$ cat src/rtl/ordenador_comparador_if.sv
// Host-side bus of the bubble-sort controller: word-bank write/read port,
// start/busy/done handshake and the swap count of the last sort.
interface ordenador_comparador_if #(
    parameter int N = 4
);
    localparam int AW = (N > 1) ? $clog2(N) : 1;
    localparam int CW = $clog2(N * (N - 1) / 2 + 1);

    logic          wr_en;
    logic [AW-1:0] wr_addr;
    logic [3:0]    wr_data;
    logic          start;
    logic [AW-1:0] rd_addr;
    logic [3:0]    rd_data;
    logic          busy;
    logic          done;
    logic [CW-1:0] n_trocas;

    modport master (
        output wr_en, wr_addr, wr_data, start, rd_addr,
        input  rd_data, busy, done, n_trocas
    );

    modport slave (
        input  wr_en, wr_addr, wr_data, start, rd_addr,
        output rd_data, busy, done, n_trocas
    );
endinterface

$ cat src/rtl/ordenador_comparador.sv
// Ascending bubble sort with early exit over N 4-bit words, one compare per
// cycle through a single shared comparador4; swaps take an extra cycle.
module comparador4 (
    input  logic [3:0] A,
    input  logic [3:0] B,
    output logic       AmaiorB,
    output logic       AmenorB,
    output logic       AigualB
);
    assign AmaiorB = (A > B);
    assign AmenorB = (A < B);
    assign AigualB = (A == B);
endmodule

module ordenador_comparador #(
    parameter int N = 4
) (
    input logic                  clk,
    input logic                  rst,
    ordenador_comparador_if.slave bus
);
    localparam int AW = (N > 1) ? $clog2(N) : 1;
    localparam int CW = $clog2(N * (N - 1) / 2 + 1);

    typedef enum logic [1:0] {OCIOSO, COMPARA, TROCA, FIM} estado_t;

    estado_t           estado, proxEstado;
    logic [N-1:0][3:0] mem;
    logic [AW-1:0]     idx, idxProx, passo;
    logic              trocouPasso;
    logic [CW-1:0]     nTrocas;
    logic [3:0]        rdData;
    logic              aMaiorB, aMenorB, aIgualB;
    logic              unusedCmp;
    logic              fimPasso, ultimoPasso;
    logic              fazEscrita, aceitaStart, fazTroca, avanca, proxPasso;

    assign idxProx = idx + 1'b1;

    comparador4 uComparador (
        .A       (mem[idx]),
        .B       (mem[idxProx]),
        .AmaiorB (aMaiorB),
        .AmenorB (aMenorB),
        .AigualB (aIgualB)
    );

    // Only "greater" drives the decision, so equal words stay in place.
    assign unusedCmp = aMenorB ^ aIgualB;

    assign fimPasso    = (int'(idx) + int'(passo)) >= (N - 2);
    assign ultimoPasso = int'(passo) == (N - 2);

    always_ff @(posedge clk) begin
        if (rst) estado <= OCIOSO;
        else     estado <= proxEstado;
    end

    always_comb begin
        proxEstado  = estado;
        fazEscrita  = 1'b0;
        aceitaStart = 1'b0;
        fazTroca    = 1'b0;
        avanca      = 1'b0;
        proxPasso   = 1'b0;
        case (estado)
            OCIOSO: begin
                fazEscrita = bus.wr_en && (int'(bus.wr_addr) < N);
                if (bus.start) begin
                    aceitaStart = 1'b1;
                    proxEstado  = COMPARA;
                end
            end
            COMPARA: begin
                if (aMaiorB) begin
                    proxEstado = TROCA;
                end else if (!fimPasso) begin
                    avanca = 1'b1;
                end else if (!trocouPasso || ultimoPasso) begin
                    proxEstado = FIM;
                end else begin
                    proxPasso = 1'b1;
                end
            end
            TROCA: begin
                fazTroca   = 1'b1;
                proxEstado = COMPARA;
                // The swap just made counts for this pass, so only the
                // final pass can finish from here.
                if (!fimPasso)        avanca     = 1'b1;
                else if (ultimoPasso) proxEstado = FIM;
                else                  proxPasso  = 1'b1;
            end
            FIM:     proxEstado = OCIOSO;
            default: proxEstado = OCIOSO;
        endcase
    end

    always_ff @(posedge clk) begin
        if (rst) begin
            mem         <= '0;
            rdData      <= '0;
            nTrocas     <= '0;
            idx         <= '0;
            passo       <= '0;
            trocouPasso <= 1'b0;
        end else begin
            if (fazEscrita) mem[bus.wr_addr] <= bus.wr_data;
            if (fazTroca) begin
                mem[idx]     <= mem[idxProx];
                mem[idxProx] <= mem[idx];
                nTrocas      <= nTrocas + 1'b1;
                trocouPasso  <= 1'b1;
            end
            if (aceitaStart) begin
                nTrocas     <= '0;
                idx         <= '0;
                passo       <= '0;
                trocouPasso <= 1'b0;
            end
            if (avanca) idx <= idxProx;
            if (proxPasso) begin
                idx         <= '0;
                passo       <= passo + 1'b1;
                trocouPasso <= 1'b0;
            end
            rdData <= (int'(bus.rd_addr) < N) ? mem[bus.rd_addr] : 4'h0;
        end
    end

    assign bus.rd_data  = rdData;
    assign bus.busy     = (estado == COMPARA) || (estado == TROCA);
    assign bus.done     = (estado == FIM);
    assign bus.n_trocas = nTrocas;
endmodule
$ cat src/flat_wrapper.sv
// flat-port wrapper written by rule: the top's interface ports become plain ports
module ordenador_comparador_flat 
#(
    parameter int N = 4
)
  (clk, rst, bus_wr_en, bus_wr_addr, bus_wr_data, bus_start, bus_rd_addr, bus_rd_data, bus_busy, bus_done, bus_n_trocas);
  ordenador_comparador_if #(.N(N)) bus_i ();
  input logic clk;
  input logic rst;
  input wire logic [$bits(bus_i.wr_en)-1:0] bus_wr_en;
  input wire logic [$bits(bus_i.wr_addr)-1:0] bus_wr_addr;
  input wire logic [$bits(bus_i.wr_data)-1:0] bus_wr_data;
  input wire logic [$bits(bus_i.start)-1:0] bus_start;
  input wire logic [$bits(bus_i.rd_addr)-1:0] bus_rd_addr;
  output wire logic [$bits(bus_i.rd_data)-1:0] bus_rd_data;
  output wire logic [$bits(bus_i.busy)-1:0] bus_busy;
  output wire logic [$bits(bus_i.done)-1:0] bus_done;
  output wire logic [$bits(bus_i.n_trocas)-1:0] bus_n_trocas;
  assign bus_i.wr_en = bus_wr_en;
  assign bus_i.wr_addr = bus_wr_addr;
  assign bus_i.wr_data = bus_wr_data;
  assign bus_i.start = bus_start;
  assign bus_i.rd_addr = bus_rd_addr;
  assign bus_rd_data = bus_i.rd_data;
  assign bus_busy = bus_i.busy;
  assign bus_done = bus_i.done;
  assign bus_n_trocas = bus_i.n_trocas;
  ordenador_comparador #(.N(N)) u_core (.clk(clk), .rst(rst), .bus(bus_i));
endmodule
$ cat config.mk
export PLATFORM = sky130hd
export DESIGN_NAME = ordenador_comparador_flat
export DESIGN_NICKNAME = d
export VERILOG_FILES = /design/src/rtl/ordenador_comparador_if.sv /design/src/rtl/ordenador_comparador.sv /design/src/flat_wrapper.sv
export SDC_FILE = /design/constraint.sdc
export NUM_CORES = 1
export LEC_CHECK = 0
export BUFFER_PORTS_ARGS = -buffer_cell sky130_fd_sc_hd__buf_4
export CAP_MARGIN = 20
export CORE_ASPECT_RATIO = 1.5
export CORE_MARGIN = 1.5
export CORE_UTILIZATION = 53
export DETAILED_ROUTE_END_ITERATION = 10
export MAX_ROUTING_LAYER = met4
export PLACE_DENSITY = 0.84
export RECOVER_POWER = 25
export SETUP_SLACK_MARGIN = 0.2
export SKIP_CTS_REPAIR_TIMING = 1
export SLEW_MARGIN = 10
export SYNTH_ARGS = -nofsm -noshare
export SYNTH_HDL_FRONTEND = slang
export SYNTH_SLANG_ARGS = --single-unit
$ cat constraint.sdc
create_clock -name clk -period 3 [get_ports clk]
set_input_delay 0.3 -clock clk [delete_from_list [all_inputs] [get_ports clk]]
set_output_delay 0.3 -clock clk [all_outputs]
set_load 0.01 [all_outputs]
==> impl_metrics.ini, run 1 <==
[run_status]
status = finished, final reports clean

[power]
power.switching_mw = 0.749
p_sw_frac = 0.397
p_comb_frac = 0.521
p_int_mw = 1.14
peakVddDrop_uv = 646
pwr_density_cell_mw_per_mm2 = 785
p_clk_frac = 0.203
seqPwrFrac = 0.276
p_total_mw = 1.89
leakagePower_nw = 0.926

[critical_path]
crit_type = flop to flop
reg2reg_slack_ps = 320
cp_slowest_cell = mux4_2
max_stage_delay_ps = 550
cp_cell_sequence = inv_1 -> ha_4 -> mux4_2 -> inv_1 -> ha_1 -> and4_4 -> a31o_2 -> a41oi_4 -> o211ai_1 -> a21oi_1
crit_fanout = 5
r2r_start = u_core.idx[0]
required_ps = 3210
endpoint_kind = flop
arrival_ps = 2890
crit_buf_inv = 2
reg2reg_to = u_core.passo[1]
cp-start-kind = flop
r2r_cells = 10
path_delay_family = compound AO/OA/AOI/OAI gates
cpMostUsedCell = inv_1

[sta]
period_share = 0.894
setup_viol = 0
fin_setup_tns_ps = 0
timing.slew.headroom = 0.491
setup_ws_ps = 319
rsz0062_at_grt = no
max_freq_mhz = 373
final_max_slew_viol_count = 0
worst_slew_pin_slew_ps = 756
min_period_ps = 2680
hold_viol = 0
skew_ps = 3.06

[floorplanning]
fp.coreArea_mm2 = 0.00368
die_area_mm2 = 0.00424
rows = 27
dieHeight_um = 79.0
top_level_ports = 21
start_util = 0.554
die_x_um = 53.7

[synthesis]
synthFlopType = dfxtp_1
yosysWarnings = 0
synth_top_family_by_area = multiplexers
synth_area_per_cell_um2 = 10.2
async_flop_share = 0
synth-simple-area-share = 0.104
synth_xor_area_frac = 0.00858
synthAdderAreaFrac = 0.108
synth_mux_area_frac = 0.221
syn-instance-count = 200
netlist_area_mm2 = 0.00204
synthesis.nets = 229
seq_area_frac_synth = 0.294
synth_cell_types = 39
synth_edf_count = 0
ys_ff_latch = 30
synth_compound_area_frac = 0.217

[clock_network]
cts_sinks = 30
clockRootBuffer = clkbuf_8
numCtsBuffers = 5
h-tree-depth = 2
clk_path_buf_depth = 2
clk_latency_ps = 280
cts_tree = built
cts.clk_slew.worst_paths_ps = 60

[drt]
wl_per_cell_um = 18.8
vias = 1818
drtIter0Drc = 59
drc = 0
drt_first_pass_iters = 7
wl_um = 5070
antenna_left = 0
viasPerCell = 6.73

[finish]
drive_gt1_frac = 0.242
diodes = 0
areaGrowthSynthToFinish_pct = 17.9
finalCoreUtilization = 0.653
final_net_count = 255

[global_routing]
grt_pass1_vias = 1759
grt_pass1_wl_um = 8000
track_usage = 0.268
grt-ovfl-total = 0
antenna_found_initial = 0
grt_max_degree = 26

[placement]
dp_hpwl_um = 3790
place_ws_ps = 268
globalplace.congestion = 0.959
port_buffers = 20

[job]
max_cap_viol_count = 0

[worst_hold_path]
hold_end = u_core.bus.n_trocas[0]
hold_path.startpoint = bus_start
holdCritPathClass = input port to flop
hold_depth = 3
-- power groups by stage --
stage               Clock (mW)  Sequential, mW  Combinational, mW
floorplan                    0           0.515              0.635
global placement             0           0.522              0.805
detailed placement           0           0.525              0.827
CTS                      0.387           0.516              0.833
global route             0.408           0.527               1.07
finish                   0.384           0.521              0.983
-- cells in the final DEF, fill, tap and decap left out, types with 2 or more instances in the layout --
cell / Yosys / final
inv_1: 17 / 16
clkbuf_1: 4 / 6
clkbuf_8: 0 / 8
nand2_1: 11 / 11
dfxtp_1: 30 / 28
ha_1: 16 / 14
a211oi_1: 7 / 6
o21ai_0: 7 / 7
nor2b_1: 2 / 2
dfxtp_2: 0 / 2
or3_1: 3 / 3
and2_1: 8 / 7
nor2_1: 2 / 2
a31o_2: 2 / 2
ha_4: 0 / 2
a21oi_1: 8 / 6
buf_4: 0 / 18
o211ai_1: 4 / 4
a221oi_1: 13 / 13
o21a_1: 2 / 2
mux4_2: 9 / 12
o22ai_1: 13 / 13
nor3_1: 4 / 4
mux2i_1: 17 / 17
-- Yosys cell counts (2+ instances only) --
cell type  count  share of area
dfxtp_1       30           0.29
inv_1         17          0.031
mux2i_1       17          0.083
ha_1          16          0.098
a221oi_1      13          0.056
o22ai_1       13          0.040
nand2_1       11          0.020
mux4_2         9          0.099
a21oi_1        8          0.020
and2_1         8          0.025
a211oi_1       7          0.026
o21ai_0        7          0.017
clkbuf_1       4         0.0074
nor3_1         4         0.0098
o211ai_1       4          0.015
mux4_1         3          0.039
or3_1          3         0.0092
a31o_2         2         0.0086
nor2_1         2         0.0037
nor2b_1        2         0.0061
o21a_1         2         0.0074
-- through the flow --
stage | hold slack (ps) | std cells | instance area (um^2)
after CTS | 374 | 268 | 2350
after global placement | 519 | 260 | 2240
final | 376 | 270 | 2410
after floorplan | 497 | 200 | 2050
after global routing | 408 | 270 | 2410
after detailed placement | 524 | 260 | 2240
-- flip-flops by register name, indices dropped and copies added (netlist names) --
register,cells
u_core.bus.rd_data,4
u_core.mem,16
u_core.idx,2
u_core.estado,2
u_core.trocouPasso,1
u_core.bus.n_trocas,3
u_core.passo,2
-- worst max path at each step --
stage | start | end | slack, ps | depth (start not counted)
after floorplan | u_core.idx[0] | u_core.passo[1] | 260 | 11
after global placement | u_core.idx[1] | u_core.idx[0] | 340 | 10
after detailed placement | u_core.idx[1] | u_core.passo[1] | 270 | 10
after CTS | u_core.idx[1] | u_core.passo[1] | 250 | 10
after global routing | u_core.idx[0] | u_core.passo[1] | 160 | 10
final | u_core.idx[0] | u_core.passo[1] | 320 | 10
-- cell type report --
class	instances	area (um^2)
inverter	17	63.8
tap	43	53.8
timing repair buffer	25	169
sequential	30	603
fill	305	1280
multi-input combinational	147	1410
clock buffer	8	110
-- cell families (layout without fill, tap and decap cells) --
group / Yosys count / in the layout
AO/OA/AOI/OAI: 62 / 62
AND/OR/NAND/NOR: 37 / 37
flip-flops: 30 / 30
multiplexers: 29 / 29
buffers and inverters: 23 / 50
adder cells (fa/ha/maj): 17 / 17
XOR/XNOR: 2 / 2
-- worst register-to-register path: cells and delay by family, from the launching register on --
kind            cells  cell delay [ps]
compound gates      4              790
fa+ha+maj           2              560
mux                 1              550
flops               1              330
simple gates        1              220
buf+inv             2              160
-- routing by layer --
| layer | vias to the layer above | share of wire | track usage |
|---|---|---|---|
| met3 | 22 | 0.046 | 0.0432 |
| met1 | 875 | 0.35 | 0.265 |
| met5 | - | 0 | - |
| met2 | 80 | 0.55 | 0.470 |
| met4 | 0 | 0.049 | 0.159 |
| li1 | 841 | - | - |
(Power assumes the default switching activity.)
==> inputs of run 2 (changes only) <==
--- a/config.mk
+++ b/config.mk
@@ -13,10 +13,11 @@
 export DETAILED_ROUTE_END_ITERATION = 10
 export MAX_ROUTING_LAYER = met4
 export PLACE_DENSITY = 0.84
-export RECOVER_POWER = 25
+export RECOVER_POWER = 100
 export SETUP_SLACK_MARGIN = 0.2
 export SKIP_CTS_REPAIR_TIMING = 1
 export SLEW_MARGIN = 10
 export SYNTH_ARGS = -nofsm -noshare
 export SYNTH_HDL_FRONTEND = slang
 export SYNTH_SLANG_ARGS = --single-unit
+export TNS_END_PERCENT = 100
==> run 2 against run 1 <==
Effect of this change: first-iteration DRC count up 19%; global-route usage is the same; power is 2.3% lower; worst setup slack lost 68 ps; routed wire length shrank 1.1%; via count shrank 1.5%; final area decreased by 0.94%; critical path type unchanged; largest power group unchanged.
==> impl_metrics.ini, run 2 (same netlist as run 1, synthesis figures left out) <==
[drt]
wl_per_cell_um = 18.6
drtIter0Drc = 70
wl_um = 5020
antenna_left = 0
vias = 1790
drt_first_pass_iters = 5
drc = 0
viasPerCell = 6.63

[finish]
multi_input_area_mm2 = 0.00140
largest_reg_flops = 16
diodes = 0
stdcell_count = 270
top_register = u_core.mem
layout_commonest_cell = dfxtp_1
fill_cells = 311
drive_gt1_frac = 0.211
design_area_mm2 = 0.00238
seq_area_um2 = 602
areaGrowthSynthToFinish_pct = 16.8
mostFrequentLayoutCells = dfxtp_1 (29), mux2i_1 (17), inv_1 (16), ha_1 (14), buf_4 (14)
final_net_count = 255

[power]
p_clk_frac = 0.208
leakagePower_nw = 0.905
seqPwrFrac = 0.282
peakVddDrop_uv = 601
p_sw_frac = 0.401
power.switching_mw = 0.739
p_comb_frac = 0.511
p_int_mw = 1.11
pwr_density_cell_mw_per_mm2 = 774

[critical_path]
endpoint_kind = flop
r2r_start = u_core.idx[0]
reg2reg_to = u_core.passo[1]
reg2reg_slack_ps = 250
cp-start-kind = flop
required_ps = 3210
arrival_ps = 2960
r2r_cells = 10
crit_type = flop to flop
crit_fanout = 5

[sta]
min_period_ps = 2750
timing.slew.headroom = 0.531
hold_viol = 0
setup_ws_ps = 251
skew_ps = 3.28
rsz0062_at_grt = no
setup_viol = 0
max_freq_mhz = 364
worst_slew_pin_slew_ps = 696
fin_setup_tns_ps = 0
final_max_slew_viol_count = 0
period_share = 0.916

[global_routing]
antenna_found_initial = 0
grt_pass1_vias = 1759
grt-ovfl-total = 0
track_usage = 0.268
grt_pass1_wl_um = 8000
met3_usage = 0.0432
grt_max_degree = 26
met1_usage = 0.265
grt.busiest_layer = met2
met2_usage = 0.470

[floorplanning]
fp.coreArea_mm2 = 0.00368
start_util = 0.554
dieHeight_um = 79.0
die_x_um = 53.7
rows = 27
die_area_mm2 = 0.00424
top_level_ports = 21

[clock_network]
cts.clk_slew.worst_paths_ps = 60
clockRootBuffer = clkbuf_8
clk_latency_ps = 280
cts_sinks = 30
h-tree-depth = 2
cts_tree = built
numCtsBuffers = 5
clk_path_buf_depth = 2

[run_status]
status = finished, final reports clean

[worst_hold_path]
holdCritPathClass = input port to flop
hold_path.startpoint = bus_start
hold_end = u_core.bus.n_trocas[0]
hold_depth = 3

[placement]
placed_area_mm2 = 0.00224
port_buffers = 20
post-place-cells = 260
dp_hpwl_um = 3790
globalplace.congestion = 0.959
place_ws_ps = 268

[job]
max_cap_viol_count = 0
[run 2: cell count changes in the layout (fill, tap and decap cells not counted)]
cell	before	now
and4_1	0	1
and4_4	1	0
dfxtp_2	2	1
o21ai_1	0	1
dfxtp_1	28	29
clkbuf_1	6	10
o21ai_2	1	0
buf_4	18	14
[run 2: area by class of cell]
cell class,count,share of cell area
clock buffer,8,0.0462
inverter,17,0.0268
multi-input combinational,147,0.587
sequential,30,0.252
tap,43,0.0226
timing repair buffer,25,0.0646
[run 2: worst max path at each step]
stage | endpoint | start | slack (ps)
after CTS | u_core.passo[1] | u_core.idx[1] | 250
after detailed placement | u_core.passo[1] | u_core.idx[1] | 270
after floorplan | u_core.passo[1] | u_core.idx[0] | 260
after global routing | u_core.passo[1] | u_core.idx[0] | 90
after global placement | u_core.idx[0] | u_core.idx[1] | 340
final | u_core.passo[1] | u_core.idx[0] | 250
[run 2: routing by layer]
layer / vias up / share of wire
li1: 838 / -
met1: 874 / 0.36
met2: 57 / 0.55
met3: 21 / 0.038
met4: 0 / 0.052
met5: - / 0
[run 2: power by group through the flow]
stage,Clock (mW),Sequential (mW),Combinational (mW)
floorplan,0,0.515,0.635
global placement,0,0.522,0.805
detailed placement,0,0.525,0.827
CTS,0.387,0.516,0.833
global route,0.408,0.526,1.04
finish,0.383,0.520,0.942
[run 2: critical path, cell delays in order, from the launching register on]
cell,delay (ps)
dfxtp_1,350
inv_1,90
ha_4,320
mux4_2,560
inv_1,90
ha_1,240
and4_1,260
a31o_2,280
a41oi_4,220
o211ai_1,130
a21oi_1,150
[run 2: per-stage QoR]
| stage | hold WS, ps | power [mW] | util |
|---|---|---|---|
| 6_report | 380 | 1.84 | 0.647 |
| 5_1_grt | 408 | 1.97 | 0.647 |
| 4_1_cts | 374 | 1.74 | 0.639 |
| 3_5_place_dp | 524 | 1.35 | 0.609 |
| 3_3_place_gp | 519 | 1.33 | 0.609 |
| 2_1_floorplan | 497 | 1.15 | - |
